`src/rtl/isfet_seq_pkg.sv`:
```
`default_nettype none
// ------------------------------------------------------------------
// isfet_seq_pkg: shared states, word layout and fill value for the
// ISFET frame sequencer.                                   Rev 1.0
// ------------------------------------------------------------------
package isfet_seq_pkg;

  typedef enum logic [2:0] {
    S_IDLE     = 3'd0,
    S_ROW_SEL  = 3'd1,
    S_SETTLE   = 3'd2,
    S_SAMPLE   = 3'd3,
    S_WAIT_ADC = 3'd4,
    S_PUSH     = 3'd5,
    S_DONE     = 3'd6
  } state_e;

  localparam int unsigned ADDR_W  = 7;
  localparam int unsigned ADC_W   = 12;
  localparam int unsigned FID_W   = 4;
  localparam int unsigned WORD_W  = 32;

  localparam int unsigned ADC_LSB = 0;
  localparam int unsigned COL_LSB = 12;
  localparam int unsigned ROW_LSB = 19;
  localparam int unsigned FID_LSB = 26;
  localparam int unsigned EOF_BIT = 30;
  localparam int unsigned SOF_BIT = 31;

  localparam logic [ADC_W-1:0] ADC_TIMEOUT_FILL = 12'hFFF;

  function automatic logic [WORD_W-1:0] pack_word(
    input logic              sof,
    input logic              eof,
    input logic [FID_W-1:0]  fid,
    input logic [ADDR_W-1:0] row,
    input logic [ADDR_W-1:0] col,
    input logic [ADC_W-1:0]  adc
  );
    logic [WORD_W-1:0] w;
    w                     = '0;
    w[SOF_BIT]            = sof;
    w[EOF_BIT]            = eof;
    w[FID_LSB +: FID_W]   = fid;
    w[ROW_LSB +: ADDR_W]  = row;
    w[COL_LSB +: ADDR_W]  = col;
    w[ADC_LSB +: ADC_W]   = adc;
    return w;
  endfunction

endpackage
`default_nettype wire

```
`src/rtl/isfet_frame_sequencer.sv`:
```
`default_nettype none
// ------------------------------------------------------------------
// isfet_frame_sequencer: row/column ISFET scan, ADC strobe/collect,
// tagged pixel words out with ready/valid.                 Rev 1.0
// ------------------------------------------------------------------
module isfet_frame_sequencer
  import isfet_seq_pkg::*;
#(
  parameter int unsigned ROWS          = 78,
  parameter int unsigned COLS          = 56,
  parameter int unsigned SETTLE_CYCLES = 16,
  parameter int unsigned ADC_TIMEOUT   = 255
) (
  input  logic               clk,
  input  logic               rst_n,
  input  logic               start,
  input  logic               abort,
  output logic               row_en,
  output logic [ADDR_W-1:0]  row_addr,
  output logic [ADDR_W-1:0]  col_addr,
  output logic               sample_strobe,
  input  logic               adc_valid,
  input  logic [ADC_W-1:0]   adc_data,
  output logic               out_valid,
  input  logic               out_ready,
  output logic [WORD_W-1:0]  out_data,
  output logic               busy,
  output logic               frame_done,
  output logic               err_timeout,
  output logic               err_start_miss
);

  localparam int unsigned CNT_W = 16;
  localparam logic [ADDR_W-1:0] LAST_ROW = ADDR_W'(ROWS - 1);
  localparam logic [ADDR_W-1:0] LAST_COL = ADDR_W'(COLS - 1);

  state_e              state_q;
  logic [ADDR_W-1:0]   row_q, col_q;
  logic [FID_W-1:0]    frame_id_q;
  logic [CNT_W-1:0]    cnt_q;
  logic                row_en_q, strobe_q, out_valid_q, busy_q, done_q;
  logic                err_to_q, err_miss_q;
  logic [WORD_W-1:0]   out_data_q;
  logic                is_first, is_last;

  assign is_first = (row_q == '0) && (col_q == '0);
  assign is_last  = (row_q == LAST_ROW) && (col_q == LAST_COL);

  always_ff @(posedge clk) begin
    if (!rst_n) begin
      state_q     <= S_IDLE;
      row_q       <= '0;
      col_q       <= '0;
      frame_id_q  <= '0;
      cnt_q       <= '0;
      row_en_q    <= 1'b0;
      strobe_q    <= 1'b0;
      out_valid_q <= 1'b0;
      out_data_q  <= '0;
      busy_q      <= 1'b0;
      done_q      <= 1'b0;
      err_to_q    <= 1'b0;
      err_miss_q  <= 1'b0;
    end else begin
      strobe_q <= 1'b0;
      done_q   <= 1'b0;
      if (start && (state_q != S_IDLE)) begin
        err_miss_q <= 1'b1;
      end
      if (abort) begin
        // Any pending word is dropped; the frame simply never completes.
        state_q     <= S_IDLE;
        row_q       <= '0;
        col_q       <= '0;
        row_en_q    <= 1'b0;
        out_valid_q <= 1'b0;
        out_data_q  <= '0;
        busy_q      <= 1'b0;
      end else begin
        case (state_q)
          S_IDLE: begin
            if (start) begin
              state_q    <= S_ROW_SEL;
              row_q      <= '0;
              col_q      <= '0;
              frame_id_q <= frame_id_q + 4'd1;
              busy_q     <= 1'b1;
              row_en_q   <= 1'b1;
            end
          end
          S_ROW_SEL: begin
            row_en_q <= 1'b1;
            cnt_q    <= CNT_W'(SETTLE_CYCLES);
            state_q  <= S_SETTLE;
          end
          S_SETTLE: begin
            if (cnt_q <= CNT_W'(1)) begin
              cnt_q    <= '0;
              strobe_q <= 1'b1;
              state_q  <= S_SAMPLE;
            end else begin
              cnt_q <= cnt_q - CNT_W'(1);
            end
          end
          S_SAMPLE: begin
            cnt_q   <= CNT_W'(ADC_TIMEOUT);
            state_q <= S_WAIT_ADC;
          end
          S_WAIT_ADC: begin
            if (adc_valid) begin
              out_data_q  <= pack_word(is_first, is_last, frame_id_q, row_q, col_q, adc_data);
              out_valid_q <= 1'b1;
              state_q     <= S_PUSH;
            end else if (cnt_q <= CNT_W'(1)) begin
              err_to_q    <= 1'b1;
              out_data_q  <= pack_word(is_first, is_last, frame_id_q, row_q, col_q,
                                       ADC_TIMEOUT_FILL);
              out_valid_q <= 1'b1;
              state_q     <= S_PUSH;
            end else begin
              cnt_q <= cnt_q - CNT_W'(1);
            end
          end
          S_PUSH: begin
            if (out_ready) begin
              out_valid_q <= 1'b0;
              if (col_q != LAST_COL) begin
                col_q    <= col_q + ADDR_W'(1);
                strobe_q <= 1'b1;
                state_q  <= S_SAMPLE;
              end else if (row_q != LAST_ROW) begin
                // row_en drops for the ROW_SEL cycle and returns on entry to SETTLE.
                col_q    <= '0;
                row_q    <= row_q + ADDR_W'(1);
                row_en_q <= 1'b0;
                state_q  <= S_ROW_SEL;
              end else begin
                row_en_q <= 1'b0;
                done_q   <= 1'b1;
                state_q  <= S_DONE;
              end
            end
          end
          S_DONE: begin
            busy_q  <= 1'b0;
            row_q   <= '0;
            col_q   <= '0;
            state_q <= S_IDLE;
          end
          default: begin
            state_q <= S_IDLE;
          end
        endcase
      end
    end
  end

  assign row_en         = row_en_q;
  assign row_addr       = row_q;
  assign col_addr       = col_q;
  assign sample_strobe  = strobe_q;
  assign out_valid      = out_valid_q;
  assign out_data       = out_data_q;
  assign busy           = busy_q;
  assign frame_done     = done_q;
  assign err_timeout    = err_to_q;
  assign err_start_miss = err_miss_q;

endmodule
`default_nettype wire

```
`config.mk`:
```
export PLATFORM = sky130hd
export DESIGN_NAME = isfet_frame_sequencer
export DESIGN_NICKNAME = d
export VERILOG_FILES = /design/src/rtl/isfet_seq_pkg.sv /design/src/rtl/isfet_frame_sequencer.sv
export SDC_FILE = /design/constraint.sdc
export NUM_CORES = 1
export LEC_CHECK = 0
export ABC_AREA = 1
export ABC_CLOCK_PERIOD_IN_PS = 2000
export BUFFER_PORTS_ARGS = -buffer_cell sky130_fd_sc_hd__buf_2
export CORE_MARGIN = 4
export CORE_UTILIZATION = 39
export CTS_CLUSTER_SIZE = 20
export DETAILED_ROUTE_END_ITERATION = 8
export GPL_ROUTABILITY_DRIVEN = 0
export GPL_TIMING_DRIVEN = 0
export MAX_ROUTING_LAYER = met4
export PLACE_DENSITY = 0.68
export SYNTH_ARGS = -nofsm -noshare
export SYNTH_HDL_FRONTEND = slang
export SYNTH_SLANG_ARGS = --single-unit
export TNS_END_PERCENT = 10
```
`constraint.sdc`:
```
create_clock -name clk -period 2 [get_ports clk]
set_input_delay 0.1 -clock clk [delete_from_list [all_inputs] [get_ports clk]]
set_output_delay 0.1 -clock clk [all_outputs]
set_load 0.01 [all_outputs]
```
==> flow_summary.json, run 1 <==
{
  "outcome": "finished, final reports clean",
  "initial_core_util_pct": 39.9,
  "clk_latency_ps": 360,
  "wl_met1_mm": 4.56,
  "cts_sinks": 76,
  "min_period_ps": 1830,
  "switching_share_pct": 30.4,
  "drv_slew": 0,
  "maxCapViolations": 0,
  "final_nets": 667,
  "root_buffer": "clkbuf_8",
  "dieWidth_um": 108,
  "critical_path.n_buffers_inverters": 3,
  "layout-drive-gt1-share_pct": 21.1,
  "die_h_um": 108,
  "cts-buffers-inserted": 9,
  "clkPwrFrac_pct": 37.6,
  "yosysWarningCount": 0,
  "setup_tns_ps": 0,
  "synthArstFlopShare_pct": 0,
  "ys_ff_latch": 76,
  "grt_pass1_wl_mm": 16.7,
  "r2r_cells": 9,
  "grt_max_degree": 17,
  "worst_ep_required_time_ps": 2300,
  "wl_per_cell_um": 12.7,
  "cts_buffer_depth": 2,
  "via_per_inst": 4.85,
  "path_max_fanout": 10,
  "fmax_ghz": 0.546,
  "dp_hpwl_mm": 7.44,
  "hp-class": "in2reg",
  "path_cells": "inv_1 > ha_1 > o21ai_2 > nor2_4 > nand3_2 > a21oi_4 > buf_2 > o211ai_1 > inv_1",
  "ios": 71,
  "fin_skew_ps": 8.27,
  "critical_path.endpoint": "out_data[2]$_SDFFE_PP0P_",
  "intPower_mw": 2.14,
  "fp.coreArea_um2": 9730,
  "layout_commonest_cell": "nand2_1",
  "synth_cell_type_count": 36,
  "antenna_left": 0,
  "ys_seq_area_share_pct": 39.2,
  "path_clk_slew_ps": 90,
  "endpoint_kind": "flop",
  "rows": 36,
  "drt_iter0_markers": 156,
  "final_hold_viol_count": 0,
  "antenna_cells": 0,
  "arrival_ps": 2140,
  "topRoutingLayerUsed": "met4",
  "seqPwrFrac_pct": 50.6,
  "dr.pass1.iters": 4,
  "slowest_delay_ps": 350,
  "cp-startpoint": "cnt_q[0]$_SDFFE_PN0P_",
  "slew_headroom_pct": 57.5,
  "fin_crit_sh_pct": 91.6,
  "synth_edf_count": 0,
  "final_cell_mix": "nand2_1, buf_2, dfxtp_1, inv_1, nor2_1",
  "rsz0062_at_grt": "no",
  "first_global_vias": 3611,
  "cp-start-kind": "flop",
  "path_delay_family": "buffers and inverters",
  "syn_to_final_growth_pct": 19.2,
  "power_mw": 3.08,
  "drc": 0,
  "n_fill_cell": 1027,
  "wl_mm": 9.91,
  "cts_max_level": 3,
  "r2r_slack_ps": 170,
  "grt_usage_pct": 18.3,
  "cts_tree": "done",
  "cp_slowest_cell": "dfxtp_1",
  "gr-total-overflow": 0,
  "multi_input_comb_area_um2": 1940,
  "synth_fp_nets": 584,
  "pwr-share-comb_pct": 11.8,
  "r2r-end": "out_data[2]$_SDFFE_PP0P_",
  "synthFlopType": "dfxtp_1",
  "power.leakage_nw": 2.24,
  "dieArea_um2": 11600,
  "wl_met2_mm": 4.88,
  "power.switching_mw": 0.935,
  "port_buffers": 70,
  "regArea_um2": 1520,
  "via_count": 3777,
  "irDropWorstVdd_v": 0.000497,
  "crit-reg2reg-launch": "cnt_q[0]$_SDFFE_PN0P_",
  "pwr_density_cell_nw_per_um2": 666,
  "cp_num_cells": 9,
  "tightest_slew_ps": 635,
  "netlist_instances": 558,
  "route.met3.wl_um": 306,
  "finalSetupViolations": 0,
  "worst-setup-path-type": "reg2reg",
  "antenna_found_initial": 0,
  "syn_area_per_cell_um2": 6.95,
  "syn_area_um2": 3880,
  "path_common_cell": "inv_1"
}
## routing by layer
metal  vias up  track usage [%]
li1       1965                -
met1      1722             22.0
met2        75             31.0
met3        15             3.24
met4         0             5.95
met5         -                -
## worst register-to-register path, delay by kind of cell, from the launching register on
kind	cells	cell delay, ps
buf+inv	3	470
flops	1	350
fa+ha+maj	1	230
compound gates	3	460
simple gates	2	280
## power groups by stage
stage          logic, mW  clock network [mW]  registers, mW
6_report           0.363                1.16           1.56
5_1_grt            0.409                1.25           1.56
4_1_cts            0.356                1.19           1.56
3_5_place_dp       0.351                   0           1.59
3_3_place_gp       0.346                   0           1.59
2_1_floorplan      0.255                   0           1.59
## Yosys cell counts (all sizes together) (9+ instances only)
| cell | number | area (um2) |
|---|---|---|
| buf | 14 | 104 |
| a21oi | 55 | 287 |
| nand4 | 11 | 75.1 |
| nand3 | 33 | 170 |
| nor3 | 9 | 77.6 |
| xor2 | 10 | 87.6 |
| nand2 | 125 | 479 |
| o211ai | 13 | 97.6 |
| dfxtp | 76 | 1520 |
| o21ai | 36 | 184 |
| inv | 85 | 322 |
| nor2 | 69 | 287 |
## worst min path at each step
stage | startpoint | end | slack (ps) | cells past startpoint
floorplan | adc_valid | err_timeout$_SDFFE_PN0P_ | 200 | 1
global placement | adc_valid | err_timeout$_SDFFE_PN0P_ | 320 | 2
detailed placement | adc_valid | err_timeout$_SDFFE_PN0P_ | 330 | 2
CTS | out_ready | frame_done$_SDFF_PP0_ | 4 | 3
global route | out_ready | frame_done$_SDFF_PP0_ | 20 | 3
finish | out_ready | frame_done$_SDFF_PP0_ | 10 | 3
## cell families after synthesis
family / synth area share, %
xor+xnor: 2.26
fa+ha+maj: 2.58
simple gates: 28.7
flops: 39.2
compound gates: 15.8
buf+inv: 11.4
## sequential cells by signal, indices dropped and copies added, names as in the netlist
signal and count:
row_addr 7, out_data 32, out_valid 1, cnt_q 16
err_start_miss 1, state_q 3, col_addr 7, frame_done 1
busy 1, err_timeout 1, row_en 1, frame_id_q 4
sample_strobe 1
## cell type report
| type | count | area share (%) |
|---|---|---|
| Multi-Input combinational cell | 379 | 41.9 |
| Sequential cell | 76 | 32.9 |
| Timing Repair Buffer | 72 | 7.95 |
| Inverter | 85 | 6.95 |
| Tap cell | 133 | 3.60 |
| Clock buffer | 9 | 2.68 |
| Buffer | 18 | 2.57 |
| Clock inverter | 7 | 1.43 |
## per-stage QoR
stage                     utilization, %  hold slack [ps]  setup WS, ps  instance area (um2)  cells
after CTS                           47.2             4.08          50.2                 4600    778
after floorplan                        -              203           278                 3880    558
after global routing                47.5             22.7          7.14                 4620    779
after detailed placement            45.2              328          80.4                 4400    761
after global placement              45.2              324           122                 4400    761
final                               47.5             13.9           168                 4620    779
## repair_timing
item / CTS / global route
gates resized for setup: 0 / 6
setup endpoints to repair: 0 / 31
hold buffers: 1 / 0
endpoints found under the hold margin: 1 / 0
setup buffers: 0 / 1
(Power assumes the default switching activity.)
==> inputs of run 2 (changes only) <==
--- a/config.mk
+++ b/config.mk
@@ -8,14 +8,15 @@
 export ABC_AREA = 1
 export ABC_CLOCK_PERIOD_IN_PS = 2000
 export BUFFER_PORTS_ARGS = -buffer_cell sky130_fd_sc_hd__buf_2
+export CAP_MARGIN = 20
 export CORE_MARGIN = 4
 export CORE_UTILIZATION = 39
 export CTS_CLUSTER_SIZE = 20
 export DETAILED_ROUTE_END_ITERATION = 8
 export GPL_ROUTABILITY_DRIVEN = 0
 export GPL_TIMING_DRIVEN = 0
-export MAX_ROUTING_LAYER = met4
 export PLACE_DENSITY = 0.68
+export SKIP_LAST_GASP = 1
 export SYNTH_ARGS = -nofsm -noshare
 export SYNTH_HDL_FRONTEND = slang
 export SYNTH_SLANG_ARGS = --single-unit
==> run 2 against run 1 <==
Effect of this change: maximum frequency is 5.0% lower; register-to-register slack worse by 97 ps; worst hold slack better by 2.8 ps; critical path depth is 2 higher; first-iteration DRC count is 3.2% higher; sequential power hardly changed; largest cell class unchanged; largest power group unchanged.
==> flow_summary.json, run 2 (synthesis results as in run 1) <==
{
  "outcome": "finished, final reports clean",
  "fp.coreArea_um2": 9730,
  "ios": 71,
  "wl_mm": 9.91,
  "die_h_um": 108,
  "grt.met3_usage_pct": 4.02,
  "final_nets": 667,
  "grt_pass1_wl_mm": 16.7,
  "rows": 36,
  "cts-buffers-inserted": 9,
  "worst_hold_slack_ps": 16.7,
  "dieArea_um2": 11600,
  "tightest_slew_ps": 629,
  "dr.pass1.iters": 5,
  "dpl_cell_area_um2": 4400,
  "gr-total-overflow": 0,
  "wl_per_cell_um": 12.7,
  "arrival_ps": 2220,
  "cts_max_level": 3,
  "path_clk_slew_ps": 90,
  "cts_tree": "done",
  "top_usage_layer": "met2",
  "worst_ep_required_time_ps": 2290,
  "clk_latency_ps": 350,
  "fin_crit_sh_pct": 96.5,
  "fmax_ghz": 0.518,
  "via_per_inst": 4.85,
  "antenna_cells": 0,
  "slew_headroom_pct": 57.9,
  "finalSetupViolations": 0,
  "pwr_density_cell_nw_per_um2": 665,
  "grt_max_degree": 17,
  "cts_buffer_depth": 2,
  "antenna_found_initial": 0,
  "irDropWorstVdd_v": 0.000495,
  "rsz0062_at_grt": "yes",
  "drt_iter0_markers": 161,
  "drv_slew": 0,
  "dieWidth_um": 108,
  "use_met1_pct": 21.5,
  "first_global_vias": 3613,
  "drc": 0,
  "port_buffers": 70,
  "largest_reg_flops": 32,
  "worst-setup-path-type": "reg2reg",
  "stdcell_area_um2": 4620,
  "power.leakage_nw": 2.23,
  "root_buffer": "clkbuf_8",
  "cp-start-kind": "flop",
  "layout-drive-gt1-share_pct": 20.7,
  "power_mw": 3.07,
  "antenna_left": 0,
  "final_cell_mix": "nand2_1, buf_2, dfxtp_1, inv_1, nor2_1",
  "maxCapViolations": 0,
  "syn_to_final_growth_pct": 19.1,
  "layout_commonest_cell": "nand2_1",
  "via_count": 3779,
  "grt_usage_pct": 17.8,
  "cts_sinks": 76,
  "path_max_fanout": 6,
  "min_period_ps": 1930,
  "dp_hpwl_mm": 7.44,
  "grt_util_met2_pct": 31.0,
  "endpoint_kind": "flop",
  "final_hold_viol_count": 0,
  "initial_core_util_pct": 39.9,
  "hp-class": "in2reg",
  "fin_skew_ps": 7.52
}
-- run 2: final cells by class --
class                           instances  area [um2]
Fill cell                            1028        5110
Multi-Input combinational cell        379        1930
Sequential cell                        76        1520
Timing Repair Buffer                   72         368
Inverter                               85         322
Tap cell                              133         166
Clock buffer                            9         124
Buffer                                 18         119
Clock inverter                          7        66.3
-- run 2: routing by layer --
metal	share of wire [%]	wire [um]	vias to the layer above
li1	-	-	1963
met1	45	4420	1715
met2	49	4900	88
met3	4.3	430	13
met4	1.7	165	0
met5	0	0	-
-- run 2: worst max-delay path, stage by stage, from the launching register on --
cell	delay, ps
dfxtp_1	390
inv_1	100
ha_1	240
o21ai_1	240
nor2_4	70
nand3_2	120
nand2_1	160
nand2_1	150
nor2_1	60
nor2_2	150
inv_2	90
nor2_1	100
-- run 2: final timing paths --
check                                               to  depth (start not counted)  slack, ps                   start
worst min-delay path             frame_done$_SDFF_PP0_                          3         20               out_ready
worst max-delay path            cnt_q[14]$_SDFFE_PN0P_                         11         70   cnt_q[0]$_SDFFE_PN0P_
worst min register to register  out_valid$_SDFFE_PP0P_                          2        470  out_valid$_SDFFE_PP0P_
worst max register to register  cnt_q[14]$_SDFFE_PN0P_                         11         70   cnt_q[0]$_SDFFE_PN0P_
-- run 2: timing repair --
action / in CTS / in global routing
endpoints found under the setup margin: 0 / 31
buffers inserted: 0 / 1
gates resized for setup: 0 / 4
hold buffers: 1 / 0
hold endpoints to repair: 1 / 0
-- run 2: where the power goes --
group / total, mW / internal [mW] / switching (mW)
clock: 1.15 / 0.488 / 0.667
combinational: 0.361 / 0.119 / 0.242
sequential: 1.56 / 1.54 / 0.0216
-- run 2: per-stage QoR --
stage | setup TNS (ps) | setup slack (ps) | std cells | util (%)
3_3_place_gp | 0 | 122 | 761 | 45.2
2_1_floorplan | 0 | 278 | 558 | -
4_1_cts | 0 | 50.2 | 778 | 47.2
3_5_place_dp | 0 | 80.4 | 761 | 45.2
5_1_grt | -818 | -120 | 779 | 47.5
6_report | 0 | 70.5 | 779 | 47.5
